<file path="config.mk">
export PLATFORM = sky130hd
export DESIGN_NAME = fetch_unit
export DESIGN_NICKNAME = d
export VERILOG_FILES = /design/src/rtl/spu_pkg.sv /design/src/rtl/fetch_fifo.sv /design/src/rtl/fetch_unit.sv
export SDC_FILE = /design/constraint.sdc
export NUM_CORES = 1
export LEC_CHECK = 0
export BUFFER_PORTS_ARGS = -buffer_cell sky130_fd_sc_hd__clkbuf_2
export CAP_MARGIN = 30
export CORE_MARGIN = 1
export CORE_UTILIZATION = 49
export DETAILED_ROUTE_END_ITERATION = 12
export GPL_ROUTABILITY_DRIVEN = 0
export PLACE_DENSITY = 0.77
export SLEW_MARGIN = 20
export SYNTH_ARGS = -nofsm -noshare
export SYNTH_HDL_FRONTEND = slang
export SYNTH_SLANG_ARGS = --single-unit
export TNS_END_PERCENT = 1
</file>
<file path="constraint.sdc">
create_clock -name clk -period 20.7 [get_ports clk]
set_input_delay 1.035 -clock clk [delete_from_list [all_inputs] [get_ports clk]]
set_output_delay 1.035 -clock clk [all_outputs]
set_load 0.02 [all_outputs]
</file>
<file path="src/rtl/spu_pkg.sv">
// Shared SPU definitions: bubble encodings and the fetch FSM state type.
package spu_pkg;

   localparam logic [31:0] BUBBLE_WORD = 32'hFFFF_FFFF;
   localparam logic [63:0] NOP_PAIR    = {BUBBLE_WORD, BUBBLE_WORD};

   typedef enum logic [1:0] {
      RUN,
      FLUSH,
      HALT
   } fetch_state_t;

endpackage

</file>
<file path="src/rtl/fetch_fifo.sv">
// Instruction-pair buffer: each entry holds a fetched pair and its byte address.
// depth must be a power of two (pointers wrap naturally).
module fetch_fifo #(
   parameter int unsigned depth     = 4,
   parameter int unsigned dataWidth = 64,
   parameter int unsigned addrWidth = 15
) (
   input  logic                     clk,
   input  logic                     reset,
   input  logic                     clear,
   input  logic                     push,
   input  logic                     pop,
   input  logic [dataWidth-1:0]     push_data,
   input  logic [addrWidth-1:0]     push_addr,
   output logic [dataWidth-1:0]     head_data,
   output logic [addrWidth-1:0]     head_addr,
   output logic [$clog2(depth):0]   count,
   output logic                     full,
   output logic                     empty
);

   localparam int unsigned ptrWidth = $clog2(depth);

   logic [dataWidth-1:0] data_q [depth];
   logic [addrWidth-1:0] addr_q [depth];
   logic [ptrWidth-1:0]  wr_ptr_q, rd_ptr_q;
   logic [ptrWidth:0]    count_q;

   always_ff @(posedge clk) begin
      if (reset || clear) begin
         wr_ptr_q <= '0;
         rd_ptr_q <= '0;
         count_q  <= '0;
      end else begin
         if (push) wr_ptr_q <= wr_ptr_q + 1'b1;
         if (pop)  rd_ptr_q <= rd_ptr_q + 1'b1;
         count_q <= count_q + {{ptrWidth{1'b0}}, push} - {{ptrWidth{1'b0}}, pop};
      end
   end

   // Storage carries no reset; only entries below count are ever observed.
   always_ff @(posedge clk) begin
      if (push && !clear && !reset) begin
         data_q[wr_ptr_q] <= push_data;
         addr_q[wr_ptr_q] <= push_addr;
      end
   end

   assign head_data = data_q[rd_ptr_q];
   assign head_addr = addr_q[rd_ptr_q];
   assign count     = count_q;
   assign full      = (count_q == (ptrWidth+1)'(depth));
   assign empty     = (count_q == '0);

endmodule

</file>
<file path="src/rtl/fetch_unit.sv">
// Instruction fetch: pc/credit control, redirect/halt FSM and pair buffer.
// Optional performance counters are built when FETCH_PERF_EN is defined.
module fetch_unit
   import spu_pkg::*;
#(
   parameter int unsigned pcWidth   = 15,
   parameter int unsigned instWidth = 32,
   parameter int unsigned fifoDepth = 4
) (
   input  logic                   clk,
   input  logic                   reset,
   input  logic                   stallIn,
   input  logic                   branchValid,
   input  logic [pcWidth-1:0]     branchTarget,
   input  logic                   haltIn,
   output logic                   memRe,
   output logic [pcWidth-1:0]     memAddr,
   input  logic [2*instWidth-1:0] memData,
   output logic [2*instWidth-1:0] instOut,
   output logic [pcWidth-1:0]     pcOut,
   output logic [31:0]            fetchCount,
   output logic [31:0]            stallCount
);

   localparam int unsigned cntWidth = $clog2(fifoDepth) + 1;

   fetch_state_t state_q, state_d;

   logic [pcWidth-1:0]     pc_q, inflight_addr_q, pc_out_q;
   logic                   inflight_q, bubble_q;
   logic [2*instWidth-1:0] inst_q, incoming;

   logic [cntWidth-1:0]    fifo_count;
   logic [cntWidth:0]      occupancy;
   logic                   fifo_full, fifo_empty;
   logic [2*instWidth-1:0] fifo_head_data;
   logic [pcWidth-1:0]     fifo_head_addr;
   logic                   credit, push_valid, bypass, fifo_push, fifo_pop;
   logic                   unused_target_lsbs;

   assign unused_target_lsbs = ^branchTarget[1:0];

   // Requests already in flight count against the buffer so a push never finds it full.
   assign occupancy = {1'b0, fifo_count} + {{cntWidth{1'b0}}, inflight_q};
   assign credit    = (occupancy < (cntWidth+1)'(fifoDepth)) && !fifo_full;

   always_ff @(posedge clk) begin
      if (reset) state_q <= RUN;
      else       state_q <= state_d;
   end

   always_comb begin
      state_d = state_q;
      if (branchValid) begin
         state_d = FLUSH;
      end else begin
         unique case (state_q)
            RUN:     if (haltIn) state_d = HALT;
            FLUSH:   state_d = RUN;
            HALT:    state_d = HALT;
            default: state_d = RUN;
         endcase
      end
   end

   always_comb begin
      memRe   = !reset && (state_q == RUN) && !branchValid && !haltIn && credit;
      memAddr = pc_q;
   end

   always_comb begin
      incoming = memData;
      if (bubble_q) incoming[instWidth-1:0] = BUBBLE_WORD[instWidth-1:0];
   end

   // An empty buffer is bypassed so a fresh response reaches instOut in the push cycle.
   assign push_valid = inflight_q && !branchValid;
   assign bypass     = push_valid && !stallIn && fifo_empty;
   assign fifo_push  = push_valid && !bypass;
   assign fifo_pop   = !branchValid && !stallIn && !fifo_empty;

   always_ff @(posedge clk) begin
      if (reset) begin
         pc_q            <= '0;
         inflight_q      <= 1'b0;
         inflight_addr_q <= '0;
         bubble_q        <= 1'b0;
         inst_q          <= NOP_PAIR;
         pc_out_q        <= '0;
      end else begin
         inflight_q      <= memRe;
         inflight_addr_q <= pc_q;
         if (branchValid) begin
            pc_q     <= {branchTarget[pcWidth-1:3], 3'b000};
            bubble_q <= branchTarget[2];
            inst_q   <= NOP_PAIR;
         end else begin
            if (memRe)      pc_q     <= pc_q + pcWidth'(8);
            if (push_valid) bubble_q <= 1'b0;
            if (!stallIn) begin
               if (fifo_pop) begin
                  inst_q   <= fifo_head_data;
                  pc_out_q <= fifo_head_addr;
               end else if (bypass) begin
                  inst_q   <= incoming;
                  pc_out_q <= inflight_addr_q;
               end else begin
                  inst_q   <= NOP_PAIR;
               end
            end
         end
      end
   end

   assign instOut = inst_q;
   assign pcOut   = pc_out_q;

   fetch_fifo #(
      .depth     (fifoDepth),
      .dataWidth (2*instWidth),
      .addrWidth (pcWidth)
   ) u_fifo (
      .clk       (clk),
      .reset     (reset),
      .clear     (branchValid),
      .push      (fifo_push),
      .pop       (fifo_pop),
      .push_data (incoming),
      .push_addr (inflight_addr_q),
      .head_data (fifo_head_data),
      .head_addr (fifo_head_addr),
      .count     (fifo_count),
      .full      (fifo_full),
      .empty     (fifo_empty)
   );

`ifdef FETCH_PERF_EN
   logic [31:0] fetch_cnt_q, stall_cnt_q;
   logic        load_pair;

   assign load_pair = fifo_pop || bypass;

   always_ff @(posedge clk) begin
      if (reset) begin
         fetch_cnt_q <= '0;
         stall_cnt_q <= '0;
      end else begin
         if (load_pair) fetch_cnt_q <= fetch_cnt_q + 32'd1;
         if (stallIn)   stall_cnt_q <= stall_cnt_q + 32'd1;
      end
   end

   assign fetchCount = fetch_cnt_q;
   assign stallCount = stall_cnt_q;
`else
   assign fetchCount = '0;
   assign stallCount = '0;
`endif

endmodule
</file>
======== Word level (Yosys, flattened, before mapping) ========
Memories as Yosys holds them, arrays and structs flattened. A register that Yosys moved wholly into a read port is not among the register bits.
Cells that the tools add are included.
storage, ports and cells
  register bits ........................... 120
  RAM bits ................................ 316
  input bits .............................. 84
  output and inout port bits .............. 159
  word-level logic and storage cells ...... 73
  memories kept ........................... 2
operators by class
  add/sub/neg operators ................... 6
  magnitude comparators ................... 1
  eq/ne operators ......................... 4
  mux-type cells .......................... 18
  bitwise logic cells ..................... 2
  reductions and logical operators ........ 28
memories
  memory         depth  bits a word  read ports  clocked after memory_dff  write ports  line              source
  u_fifo.data_q  4      64           1           1                         1            fetch_fifo.sv:24  logic [dataWidth-1:0] data_q [depth];
  u_fifo.addr_q  4      15           1           1                         1            fetch_fifo.sv:25  logic [addrWidth-1:0] addr_q [depth];
operators by type and width
  kind                   number
  $mux 64                2
  $mux 15                4
  $mux 32                1
  $add 15x4->15 const B  1
  $logic_and 1x1->1      13
  $mux 2                 5
  $logic_not 1->1        7
  $reduce_bool 2->1      3
  $mux 1                 5
  $add 2x1->2 const B    2
  $add 3x1->4            1
  $lt 4x3->1 const B     1
  $pmux 2 s2             1
  $add 3x1->3            1
  $eq 3x3->1 const B     1
  $logic_not 3->1        1
  $ne 3x3->1 const B     1
  $reduce_and 3->1       1
  $sub 3x1->3            1
  $eq 2x2->1 const B     1
  $logic_not 2->1        1
  $ne 2x2->1 const B     1
  $not 1->1              2
  $reduce_or 2->1        1
  $logic_or 1x1->1       1

======== Logic depth before layout (Yosys ltp) ========
Gate-level depths: netlist (run 1).
  depth in word-level cells ............... 10
  gate-level depth with buffers ........... 10
  mapped depth without buffers ............ 9

======== Cells and area by module ========
A second synthesis (run 1) with hierarchy kept.
unflattened totals
  cell total of the unflattened synthesis .. 1055
  area total of the unflattened synthesis .. 16893.7 um^2
modules (own cells, without submodules)
  module      instances  cells an instance  area an instance (um^2)  seq. area each (um^2)
  fetch_fifo  1          458                11837.6                  9669.3
  fetch_unit  1          597                5056.1                   2142.1

======== Worst setup path before layout (run 1) ========
OpenSTA, ideal clock, no wires.
  path kind ............................... input -> register
  start ................................... input port branchValid
  end ..................................... memory u_fifo.addr_q[0][10] (enable)
  setup time .............................. 0.604 ns
  arrival ................................. 6.887 ns
  data required time ...................... 20.096 ns
  setup slack ............................. 13.210 ns
  stages on the path ...................... 5
  path buffers ............................ 1
  cell sequence ........................... nor3b_2 nand2_1 clkbuf_1 nand2_1 nor3_1
on the way
  cells in the longest elaborated chain, start to end .. 10
ends and longest elaborated chain
  what                                line                                source
  start, declared                     fetch_unit.sv:13                    input logic branchValid,
  $logic_not 1->1 (*)                 fetch_fifo.sv:43, fetch_unit.sv:77
  $logic_and 1x1->1                   fetch_unit.sv:77                    assign push_valid = inflight_q && !branchValid;
  $logic_and 1x1->1 (2 in a row)      fetch_unit.sv:78                    assign bypass = push_valid && !stallIn && fifo_empty;
  $logic_not 1->1                     fetch_unit.sv:79                    assign fifo_push = push_valid && !bypass;
  $logic_and 1x1->1                   fetch_unit.sv:79
  $logic_and 1x1->1 (*) (2 in a row)  fetch_fifo.sv:43                    if (push && !clear && !reset) begin
  $mux 1 (*)                          fetch_fifo.sv:43
  $mux 1 (not written as such) (*)    fetch_fifo.sv:45                    addr_q[wr_ptr_q] <= push_addr;
  end, declared                       fetch_fifo.sv:25
Mark *: on every way between the ends. The rest lies on a longest branch, timed or not.

======== Final worst setup path (run 1) ========
  start ................................... input port reset
  end ..................................... output port memRe
on the way
  cells in the longest elaborated chain, start to end .. 5
ends and longest elaborated chain
  what                            line              source
  start, declared                 fetch_unit.sv:11  input logic reset,
  $logic_not 1->1                 fetch_unit.sv:67  memRe = !reset && (state_q == RUN) && !branchValid && !haltIn && credit;
  $logic_and 1x1->1 (4 in a row)  fetch_unit.sv:67
  end, declared                   fetch_unit.sv:16  output logic memRe,
Every way passes these cells.

==> impl_metrics.tcl, run 1 <==
set metrics [dict create \
    die_y_um 183 \
    synthCells 1020 \
    die_width_um 183 \
    p_comb_share_pct 3.3 \
    yosys-top-cells-count "edfxtp_1 (304), dfxtp_1 (113), nor2_1 (95)" \
    worst_path_max_delay_cell "clkbuf_2" \
    drc 0 \
    critPathMaxFanout 39 \
    crit_chain "clkbuf_2 -> nor2_4 -> nand3b_1 -> or2_2 -> inv_1 -> clkbuf_2" \
    cp_top_family "buffers and inverters" \
    critical_path_arrival_ns 2.76 \
    powerDensity_mw_per_mm2 93.5 \
    cts_tree "done" \
    clkSinkCount 417 \
    rows 66 \
    first_global_vias 9008 \
    place_hpwl_um 18300 \
    numPortBuffers 170 \
    yosysTopAreaCell "edfxtp_1" \
    seqPwrFrac_pct 51.8 \
    rsz0062_at_grt "no" \
    n_antenna_cell 0 \
    grt_pass1_wl_um 50700 \
    status "complete, no violations" \
    p_switching_w 0.000348 \
    dr.pass1.iters 5 \
    ctsHoldBuffers 0 \
    min_path_type "flip-flop to flip-flop" \
    wl_per_cell_um 19.7 \
    via_per_inst 5.46 \
    crit_type "primary input to primary output" \
    endpoint_kind "primary output" \
    synth_area_leaders "edfxtp_1 (57%), dfxtp_1 (14%), mux4_2 (11%)" \
    maxCapViolations 0 \
    grt_use_total_pct 19.7 \
    crit_path_max_incr_delay_ns 0.49 \
    tightest_slew_ns 0.908 \
    drive_above_1_share_pct 31.2 \
    syn_area_mm2 0.0161 \
    yosys_register_bits 417 \
    synth.avg_cell_area_um2 15.8 \
    start_util_pct 49.6 \
    synthFlopType "edfxtp_1" \
    async_flop_share_pct 0 \
    yosys_warnings 0 \
    hold_slack_ns 0.412 \
    yosysTopAreaCellShare_pct 56.7 \
    fill_cells 2523 \
    hold_viol 0 \
    grt_antenna_before_repair 1 \
    cp_num_buf_inv 3 \
    slew_headroom_pct 39.4 \
    skew_ns 0.0124 \
    worstPathRequired_ns 19.67 \
    setup_tns_ns 0 \
    max_freq_ghz 0.264 \
    grt_max_degree 66 \
    cts.clk_slew.worst_paths_ns 0.06 \
    fin_area_mm2 0.0187 \
    h-tree-depth 2 \
    post_cts_buffers 0 \
    drt_iter0_drc 604 \
    ys_types 47 \
    cpMostUsedCell "clkbuf_2" \
    clock_power_share_pct 44.9 \
    area_growth_pct 15.9 \
    finalSetupViolations 0 \
    clock_latency_ns 0.52 \
    overflow 0 \
    swShare_pct 19.9 \
    power.internal_w 0.00140 \
    dpl_cell_area_mm2 0.0172 \
    dp_cells 1586 \
    ir_worst_vdd_mv 0.0675 \
    dieArea_mm2 0.0336 \
    core_area_mm2 0.0325 \
    fin_cells 1662 \
    worst_setup_path_start_kind "primary input" \
    cts_root_buf "clkbuf_16" \
    boundaryPins 243 \
    leakage_nw 6.37 \
    fin_crit_ns 3.79 \
    cts-resized-gates 0 \
    clock_path_buffers 3 \
    synth_edf_count 304 \
    period_share_pct 18.3 \
    yosysMostFrequentCell "edfxtp_1" \
    ys_seq_area_share_pct 70.7 \
    maxSlewViolCount 0 \
    final_antenna_net_count 0 \
    drt_wl_total_um 32800 \
    num_vias 9068 \
    numCtsBuffers 41 \
    fin_nets 1280 \
]
power groups by stage:
| stage | Sequential (W) | Clock [W] | Combinational (W) |
|---|---|---|---|
| 6_report | 0.000905 | 0.000784 | 0.0000572 |
| 5_1_grt | 0.000905 | 0.000833 | 0.0000628 |
| 4_1_cts | 0.000904 | 0.000799 | 0.0000573 |
| 3_5_place_dp | 0.000922 | 0 | 0.0000571 |
| 3_3_place_gp | 0.000922 | 0 | 0.0000555 |
| 2_1_floorplan | 0.000924 | 0 | 0.0000433 |
stage by stage:
step / total power, W / setup WS, ns / utilization [%]
2_1_floorplan: 0.000967 / 13.21 / -
3_3_place_gp: 0.000977 / 16.83 / 52.9
3_5_place_dp: 0.000980 / 16.80 / 53.0
4_1_cts: 0.00176 / 16.93 / 57.5
5_1_grt: 0.00180 / 16.78 / 57.5
6_report: 0.00175 / 16.91 / 57.5
state kept, by name, summed over array words and instances (netlist names), named ones only:
name	flops
inflight_q	1
u_fifo.rd_ptr_q	2
u_fifo.count	3
instOut	64
inflight_addr_q	12
u_fifo.data_q	256
state_q	2
u_fifo.wr_ptr_q	2
u_fifo.addr_q	48
bubble_q	1
pcOut	12
memAddr	12
final cells by class:
type                       instances  area [µm²]  area share [%]
clock buffer                      60        1280            6.88
clock inverter                    15         188            1.01
inverter                          15        56.3           0.302
multi-input combinational        526        4190            22.5
sequential                       417       11400            61.1
tap                              442         553            2.96
timing repair buffer             187         995            5.33
kinds of logic (layout without fill, tap and decap cells):
family / after synthesis / in the layout / share of synthesized area (%)
flip-flops: 417 / 417 / 70.7
AND/OR/NAND/NOR: 183 / 183 / 5.43
AO/OA/AOI/OAI: 171 / 171 / 6.34
buffers and inverters: 146 / 277 / 5.12
multiplexers: 89 / 89 / 11.4
adder cells (fa/ha/maj): 8 / 8 / 0.668
XOR/XNOR: 5 / 5 / 0.272
other: 1 / 70 / 0.0233
metal layers:
| metal | share of wire (%) | global-route usage, % | vias to the layer above |
|---|---|---|---|
| met2 | 50 | 33.3 | 356 |
| met1 | 42 | 26.6 | 4568 |
| met5 | 0.027 | 0 | - |
| met3 | 6.8 | 3.93 | 37 |
| li1 | - | - | 4105 |
| met4 | 1.3 | 4.27 | 2 |
worst paths after layout:
path,startpoint,to,slack (ns),cells past startpoint
max,reset,memRe,16.91,6
min,state_q[0]$_SDFFE_PP0P_,state_q[1]$_SDFFE_PP0P_,0.41,1
max reg2reg,inflight_q$_SDFF_PP0_,u_fifo.addr_q[0][11]$_DFFE_PP_,18.08,6
min reg2reg,state_q[0]$_SDFFE_PP0P_,state_q[1]$_SDFFE_PP0P_,0.41,1
layout by cell type (no fill, tap or decap), types with 3 or more instances in the layout:
master and n:
a211oi_1 12, a21oi_1 10, a31oi_1 5, buf_4 15, bufinv_16 4, clkbuf_1 6, clkbuf_16 46, clkbuf_2 170
clkbuf_8 8, clkinv_2 7, conb_1 70, dfxtp_1 111, edfxtp_1 304, ha_1 7, inv_1 13, mux2i_1 12
mux4_2 76, nand2_1 13, nand3_1 5, nand4_1 4, nor2_1 94, nor2b_1 8, nor3_1 3, nor3_2 4
nor4_1 4, o211ai_1 4, o21ai_0 67, o22ai_1 64, or2_2 35, xnor2_1 4
Power figures use the tool's default switching activity.
==> run 2, diff against run 1 <==
--- a/config.mk
+++ b/config.mk
@@ -5,6 +5,7 @@
 export SDC_FILE = /design/constraint.sdc
 export NUM_CORES = 1
 export LEC_CHECK = 0
+export ABC_AREA = 1
 export BUFFER_PORTS_ARGS = -buffer_cell sky130_fd_sc_hd__clkbuf_2
 export CAP_MARGIN = 30
 export CORE_MARGIN = 1
==> constraint.sdc (replaced) <==
create_clock -name clk -period 3.51 [get_ports clk]
set_input_delay 0.1755 -clock clk [delete_from_list [all_inputs] [get_ports clk]]
set_output_delay 0.1755 -clock clk [all_outputs]
set_load 0.02 [all_outputs]
==> run 2 against run 1 <==
Compared with the run above:
- largest power group unchanged
- critical endpoint is now u_fifo.data_q[3][45]$_DFFE_PP_
- worst setup slack worse by 16 ns
- worst hold slack got worse by 0.40 ns
- cell count is 37% higher
- final area rose by 6.7%
- die area grew 5.7%
- non-clock buffer count increased by 64
- sequential share of layout area down 3.9 points
==> impl_metrics.tcl, run 2 <==
set metrics [dict create \
    synth_edf_count 304 \
    numPortBuffers 170 \
    critical_path_arrival_ns 2.63 \
    fin_crit_ns 2.49 \
    ir_worst_vdd_mv 0.323 \
    worstPathRequired_ns 3.65 \
    hold_path_end "u_fifo.data_q[3][20]$_DFFE_PP_" \
    top_usage_layer "met2" \
    die_width_um 189 \
    maxSlewViolCount 0 \
    period_share_pct 71.0 \
    drc 0 \
    post_cts_buffers 0 \
    use_met1_pct 28.2 \
    fin_cells 2270 \
    synthFlopType "edfxtp_1" \
    dieArea_mm2 0.0355 \
    drive_above_1_share_pct 14.9 \
    r2r_slack_ns 1.02 \
    cts-resized-gates 0 \
    maxCapViolations 0 \
    cts.clk_slew.worst_paths_ns 0.06 \
    hold_slack_ns 0.00870 \
    tightest_slew_ns 0.932 \
    grt_antenna_before_repair 2 \
    grt_use_total_pct 21.7 \
    worstReg2RegEnd "u_fifo.data_q[3][45]$_DFFE_PP_" \
    cts_root_buf "clkbuf_16" \
    crit_type "flip-flop to flip-flop" \
    boundaryPins 243 \
    h-tree-depth 2 \
    yosys_register_bits 417 \
    met2_usage_pct 37.1 \
    powerDensity_mw_per_mm2 519 \
    critPathMaxFanout 48 \
    multiInputGateArea_mm2 0.00464 \
    max_freq_ghz 0.402 \
    cts_tree "done" \
    endpoint_kind "flip-flop" \
    rows 67 \
    yosys-top-cells-count "edfxtp_1 (304), nor2_1 (234), o21ai_0 (185)" \
    layout_commonest_cell "edfxtp_1" \
    numCtsBuffers 42 \
    ys_types 31 \
    regMostFlops "u_fifo.data_q" \
    ys_seq_area_share_pct 66.8 \
    first_global_vias 11500 \
    synthCells 1594 \
    clkSinkCount 417 \
    status "complete, no violations" \
    grt_pass1_wl_um 61000 \
    hold-path-cell-count 3 \
    layout.cells.most_common_list "edfxtp_1 (304), nor2_1 (230), o21ai_0 (185)" \
    register_area_mm2 0.0114 \
    leakage_nw 7.71 \
    ctsHoldBuffers 57 \
    rsz0062_at_grt "no" \
    grt_max_degree 89 \
    finalSetupViolations 0 \
    fill_cells 2639 \
    die_y_um 189 \
    worst_setup_path_start_kind "flip-flop" \
    hold_start "memData[20]" \
    r2r_cells 8 \
    yosysTopAreaCellShare_pct 53.6 \
    grt_use_met3_pct 3.50 \
    drt_iter0_drc 926 \
    syn_area_mm2 0.0170 \
    final_antenna_net_count 0 \
    slew_headroom_pct 37.9 \
    num_vias 12000 \
    yosysTopAreaCell "edfxtp_1" \
    synth.avg_cell_area_um2 10.7 \
    yosys_warnings 0 \
    clock_latency_ns 0.53 \
    hold_viol 0 \
    place_hpwl_um 21600 \
    area_growth_pct 16.9 \
    largest_reg_flops 256 \
    dp_cells 2133 \
    drt_wl_total_um 38500 \
    skew_ns 0.0217 \
    reg2reg_from "inflight_q$_SDFF_PP0_" \
    dr.pass1.iters 5 \
    via_per_inst 5.30 \
    start_util_pct 50.3 \
    overflow 0 \
    yosysMostFrequentCell "edfxtp_1" \
    fin_nets 1879 \
    core_area_mm2 0.0339 \
    min_path_type "primary input to flip-flop" \
    async_flop_share_pct 0 \
    clock_path_buffers 3 \
    synth_area_leaders "edfxtp_1 (54%), dfxtp_1 (13%), o21ai_0 (5.4%)" \
    wl_per_cell_um 16.9 \
]
## run 2: cell count changes after synthesis, sizes merged, moves of 35 or more
| cell | delta |
|---|---|
| inv | +67 |
| mux4 | -76 |
| nand2 | +172 |
| nand3 | +107 |
| nor2 | +142 |
| o21ai | +168 |
| or2 | -35 |
## run 2: routing by layer
layer  routed length [µm]  part of all wire, %  vias up
li1                     -                    -     5808
met1                16100                   42     5695
met2                18900                   49      465
met3                 2650                  6.9       64
met4                  823                  2.1        0
met5                    0                    0        -
## run 2: area by class of cell
| cell class | count | area share, % |
|---|---|---|
| sequential | 417 | 57.2 |
| multi-input combinational | 992 | 23.3 |
| timing repair buffer | 251 | 8.21 |
| clock buffer | 61 | 5.94 |
| tap | 448 | 2.81 |
| inverter | 83 | 1.58 |
| clock inverter | 16 | 0.948 |
| antenna | 2 | 0.0251 |
## run 2: kinds of logic (layout without fill, tap and decap cells)
logic type / Yosys count / in the layout / share of synthesized area (%)
AOI/OAI and AO/OA: 369 / 369 / 11.6
xor gates and xnor gates: 5 / 5 / 0.257
adders and majority gates: 8 / 8 / 0.631
buffers and inverters: 254 / 411 / 7.69
DFF: 417 / 417 / 66.8
other: 1 / 72 / 0.0220
and+or+nand+nor: 540 / 540 / 12.9
## run 2: worst max-delay path by stage
| stage | slack [ns] | endpoint | start | cells after the start |
|---|---|---|---|---|
| after global placement | 0.84 | u_fifo.data_q[3][44]$_DFFE_PP_ | branchValid | 10 |
| after detailed placement | 0.79 | u_fifo.data_q[3][32]$_DFFE_PP_ | branchValid | 10 |
| after CTS | 1.01 | u_fifo.data_q[3][45]$_DFFE_PP_ | inflight_q$_SDFF_PP0_ | 8 |
| after global routing | 0.85 | u_fifo.data_q[3][44]$_DFFE_PP_ | inflight_q$_SDFF_PP0_ | 8 |
| final | 1.02 | u_fifo.data_q[3][45]$_DFFE_PP_ | inflight_q$_SDFF_PP0_ | 8 |
| after floorplan | -1.19 | u_fifo.addr_q[0][10]$_DFFE_PP_ | u_fifo.count[0]$_SDFF_PP0_ | 8 |
## run 2: power by group
part	switching (W)	internal, W	total [W]
clock	0.00180	0.00264	0.00445
sequential	0.0000387	0.00533	0.00537
combinational	0.000363	0.000172	0.000535
## run 2: through the flow
step | utilization (%) | worst slack, ns | total power [W] | setup TNS (ns) | cell area, µm²
final | 58.8 | 1.02 | 0.0104 | 0 | 19900
after global routing | 58.8 | 0.850 | 0.0107 | 0 | 19900
after CTS | 58.7 | 1.01 | 0.0104 | 0 | 19900
after detailed placement | 53.0 | 0.794 | 0.00596 | 0 | 17900
after global placement | 52.9 | 0.844 | 0.00594 | 0 | 17900
after floorplan | - | -1.19 | 0.00584 | -362.55 | 17300
## run 2: critical path: stages (launching register included)
cell,delay [ns]
dfxtp_1,0.36
nand2_2,0.28
nor2_4,0.07
inv_2,0.06
nand3_1,0.12
inv_1,0.13
nand2_1,0.23
nor2_4,0.18
buf_4,0.64
==> run 3, diff against run 2 <==
--- a/config.mk
+++ b/config.mk
@@ -12,7 +12,7 @@
 export CORE_UTILIZATION = 49
 export DETAILED_ROUTE_END_ITERATION = 12
 export GPL_ROUTABILITY_DRIVEN = 0
-export PLACE_DENSITY = 0.77
+export PLACE_DENSITY = 0.8
 export SLEW_MARGIN = 20
 export SYNTH_ARGS = -nofsm -noshare
 export SYNTH_HDL_FRONTEND = slang
==> constraint.sdc (replaced) <==
create_clock -name clk -period 2.25 [get_ports clk]
set_input_delay 0.1125 -clock clk [delete_from_list [all_inputs] [get_ports clk]]
set_output_delay 0.1125 -clock clk [all_outputs]
set_load 0.02 [all_outputs]
==> run 3 against run 2 <==
Compared with the run above:
- sequential share of layout area down 1.3 points
- first-iteration DRC count increased by 22%
- worst setup slack worse by 0.78 ns
- cell count grew 1.3%
- count of clock-buffer cells in the layout shrank 8
- global-route usage is 1.2 points higher
- worst hold slack better by 0.13 ns
- combinational power rose by 67%
- critical path depth unchanged
- critical endpoint is now memRe
- largest cell class unchanged
==> impl_metrics.tcl, run 3 (same netlist as run 2, synthesis figures left out) <==
set metrics [dict create \
    hold_path_end "u_fifo.wr_ptr_q[0]$_SDFFE_PP0P_" \
    critical_path_arrival_ns 1.90 \
    final_antenna_net_count 0 \
    wl_per_cell_um 17.6 \
    fin_area_mm2 0.0204 \
    setup_ws_ns 0.239 \
    r2r_slack_ns 0.31 \
    p_comb_share_pct 5.6 \
    preCtsSetupSlack_ns 0.350 \
    power.internal_w 0.0125 \
    hold_viol 0 \
    clock_latency_ns 0.54 \
    cts_root_buf "clkbuf_16" \
    p_switching_w 0.00345 \
    hold_slack_ns 0.140 \
    swShare_pct 21.6 \
    rows 67 \
    maxCapViolations 0 \
    boundaryPins 243 \
    dpl_cell_area_mm2 0.0183 \
    tightest_slew_ns 0.824 \
    hold_start "branchValid" \
    regMostFlops "u_fifo.data_q" \
    reg2reg_from "u_fifo.count[0]$_SDFF_PP0_" \
    finalSetupViolations 0 \
    post_cts_buffers 0 \
    hold-path-cell-count 5 \
    rsz0062_at_grt "no" \
    slew_headroom_pct 45.1 \
    die_width_um 189 \
    first_global_vias 12400 \
    fill_cells 2560 \
    endpoint_kind "primary output" \
    drt_wl_total_um 40500 \
    period_share_pct 89.4 \
    h-tree-depth 2 \
    status "complete, no violations" \
    ctsHoldBuffers 81 \
    largest_reg_flops 256 \
    dr.pass1.iters 5 \
    crit_type "primary input to primary output" \
    start_util_pct 50.3 \
    layout_commonest_cell "edfxtp_1" \
    max_freq_ghz 0.497 \
    ir_worst_vdd_mv 0.510 \
    worstPathRequired_ns 2.14 \
    fin_nets 1912 \
    cts_tree "done" \
    fin_cells 2300 \
    overflow 0 \
    cts.clk_slew.worst_paths_ns 0.06 \
    cts-resized-gates 0 \
    core_area_mm2 0.0339 \
    grt_max_degree 129 \
    powerDensity_mw_per_mm2 783 \
    seqPwrFrac_pct 52.5 \
    leakage_nw 7.88 \
    r2r_cells 7 \
    clock_path_buffers 3 \
    critPathMaxFanout 14 \
    grt_use_total_pct 22.8 \
    area_growth_pct 19.7 \
    maxSlewViolCount 0 \
    worst_setup_path_start_kind "primary input" \
    skew_ns 0.0216 \
    place_hpwl_um 22200 \
    grt_pass1_wl_um 64100 \
    num_vias 12600 \
    layout.cells.most_common_list "edfxtp_1 (304), nor2_1 (229), o21ai_0 (185)" \
    drt_iter0_drc 1127 \
    dp_cells 2143 \
    die_y_um 189 \
    clkSinkCount 417 \
    fin_crit_ns 2.01 \
    dieArea_mm2 0.0355 \
    grt_antenna_before_repair 1 \
    via_per_inst 5.50 \
    numCtsBuffers 42 \
    worstReg2RegEnd "pcOut[11]$_SDFFE_PP0P_" \
    min_path_type "primary input to flip-flop" \
    numPortBuffers 170 \
    clock_power_share_pct 41.9 \
    drive_above_1_share_pct 15.5 \
    setup_tns_ns 0 \
    drc 0 \
]
run 3: metrics by stage:
stage	total power (W)	utilization [%]
after CTS	0.0161	60.2
after global routing	0.0165	60.2
after global placement	0.00929	53.9
after detailed placement	0.00931	53.9
after floorplan	0.00911	-
final	0.0160	60.2
run 3: area by class of cell:
type,count,area (µm²),share of cell area (%)
multi-input cells,992,4670,22.9
inverters,83,319,1.56
clock inverters,22,195,0.957
clock buffers,53,1120,5.51
diodes,1,2.50,0.0123
repair buffers,284,2120,10.4
flip-flops and latches,417,11400,55.9
well taps,448,561,2.75
run 3: power by group through the flow:
stage | Sequential [W] | Clock [W] | Combinational (W)
detailed placement | 0.00854 | 0 | 0.000767
finish | 0.00838 | 0.00669 | 0.000895
CTS | 0.00838 | 0.00680 | 0.000886
floorplan | 0.00859 | 0 | 0.000521
global route | 0.00839 | 0.00710 | 0.000983
global placement | 0.00854 | 0 | 0.000746
run 3: critical path: stages:
cell	delay, ns
dlygate4sd3_1	0.53
clkbuf_2	0.23
buf_4	0.23
nor2_4	0.15
nand4_1	0.14
nor2_1	0.12
buf_4	0.19
clkbuf_2	0.19
run 3: how the worst max path moves through the flow:
stage / start / end / depth (start not counted)
finish: reset / memRe / 8
floorplan: u_fifo.count[0]$_SDFF_PP0_ / u_fifo.addr_q[0][10]$_DFFE_PP_ / 8
detailed placement: u_fifo.count[0]$_SDFF_PP0_ / pcOut[11]$_SDFFE_PP0P_ / 7
global route: reset / memRe / 8
CTS: reset / memRe / 8
global placement: u_fifo.count[0]$_SDFF_PP0_ / pcOut[8]$_SDFFE_PP0P_ / 7
run 3: metal layers:
layer,share of wire [%],wire length (µm),global-route usage (%)
met5,0.020,8,0
met3,7.4,2990,4.21
met4,2.9,1200,8.72
met2,49,19900,38.8
met1,40,16400,28.9
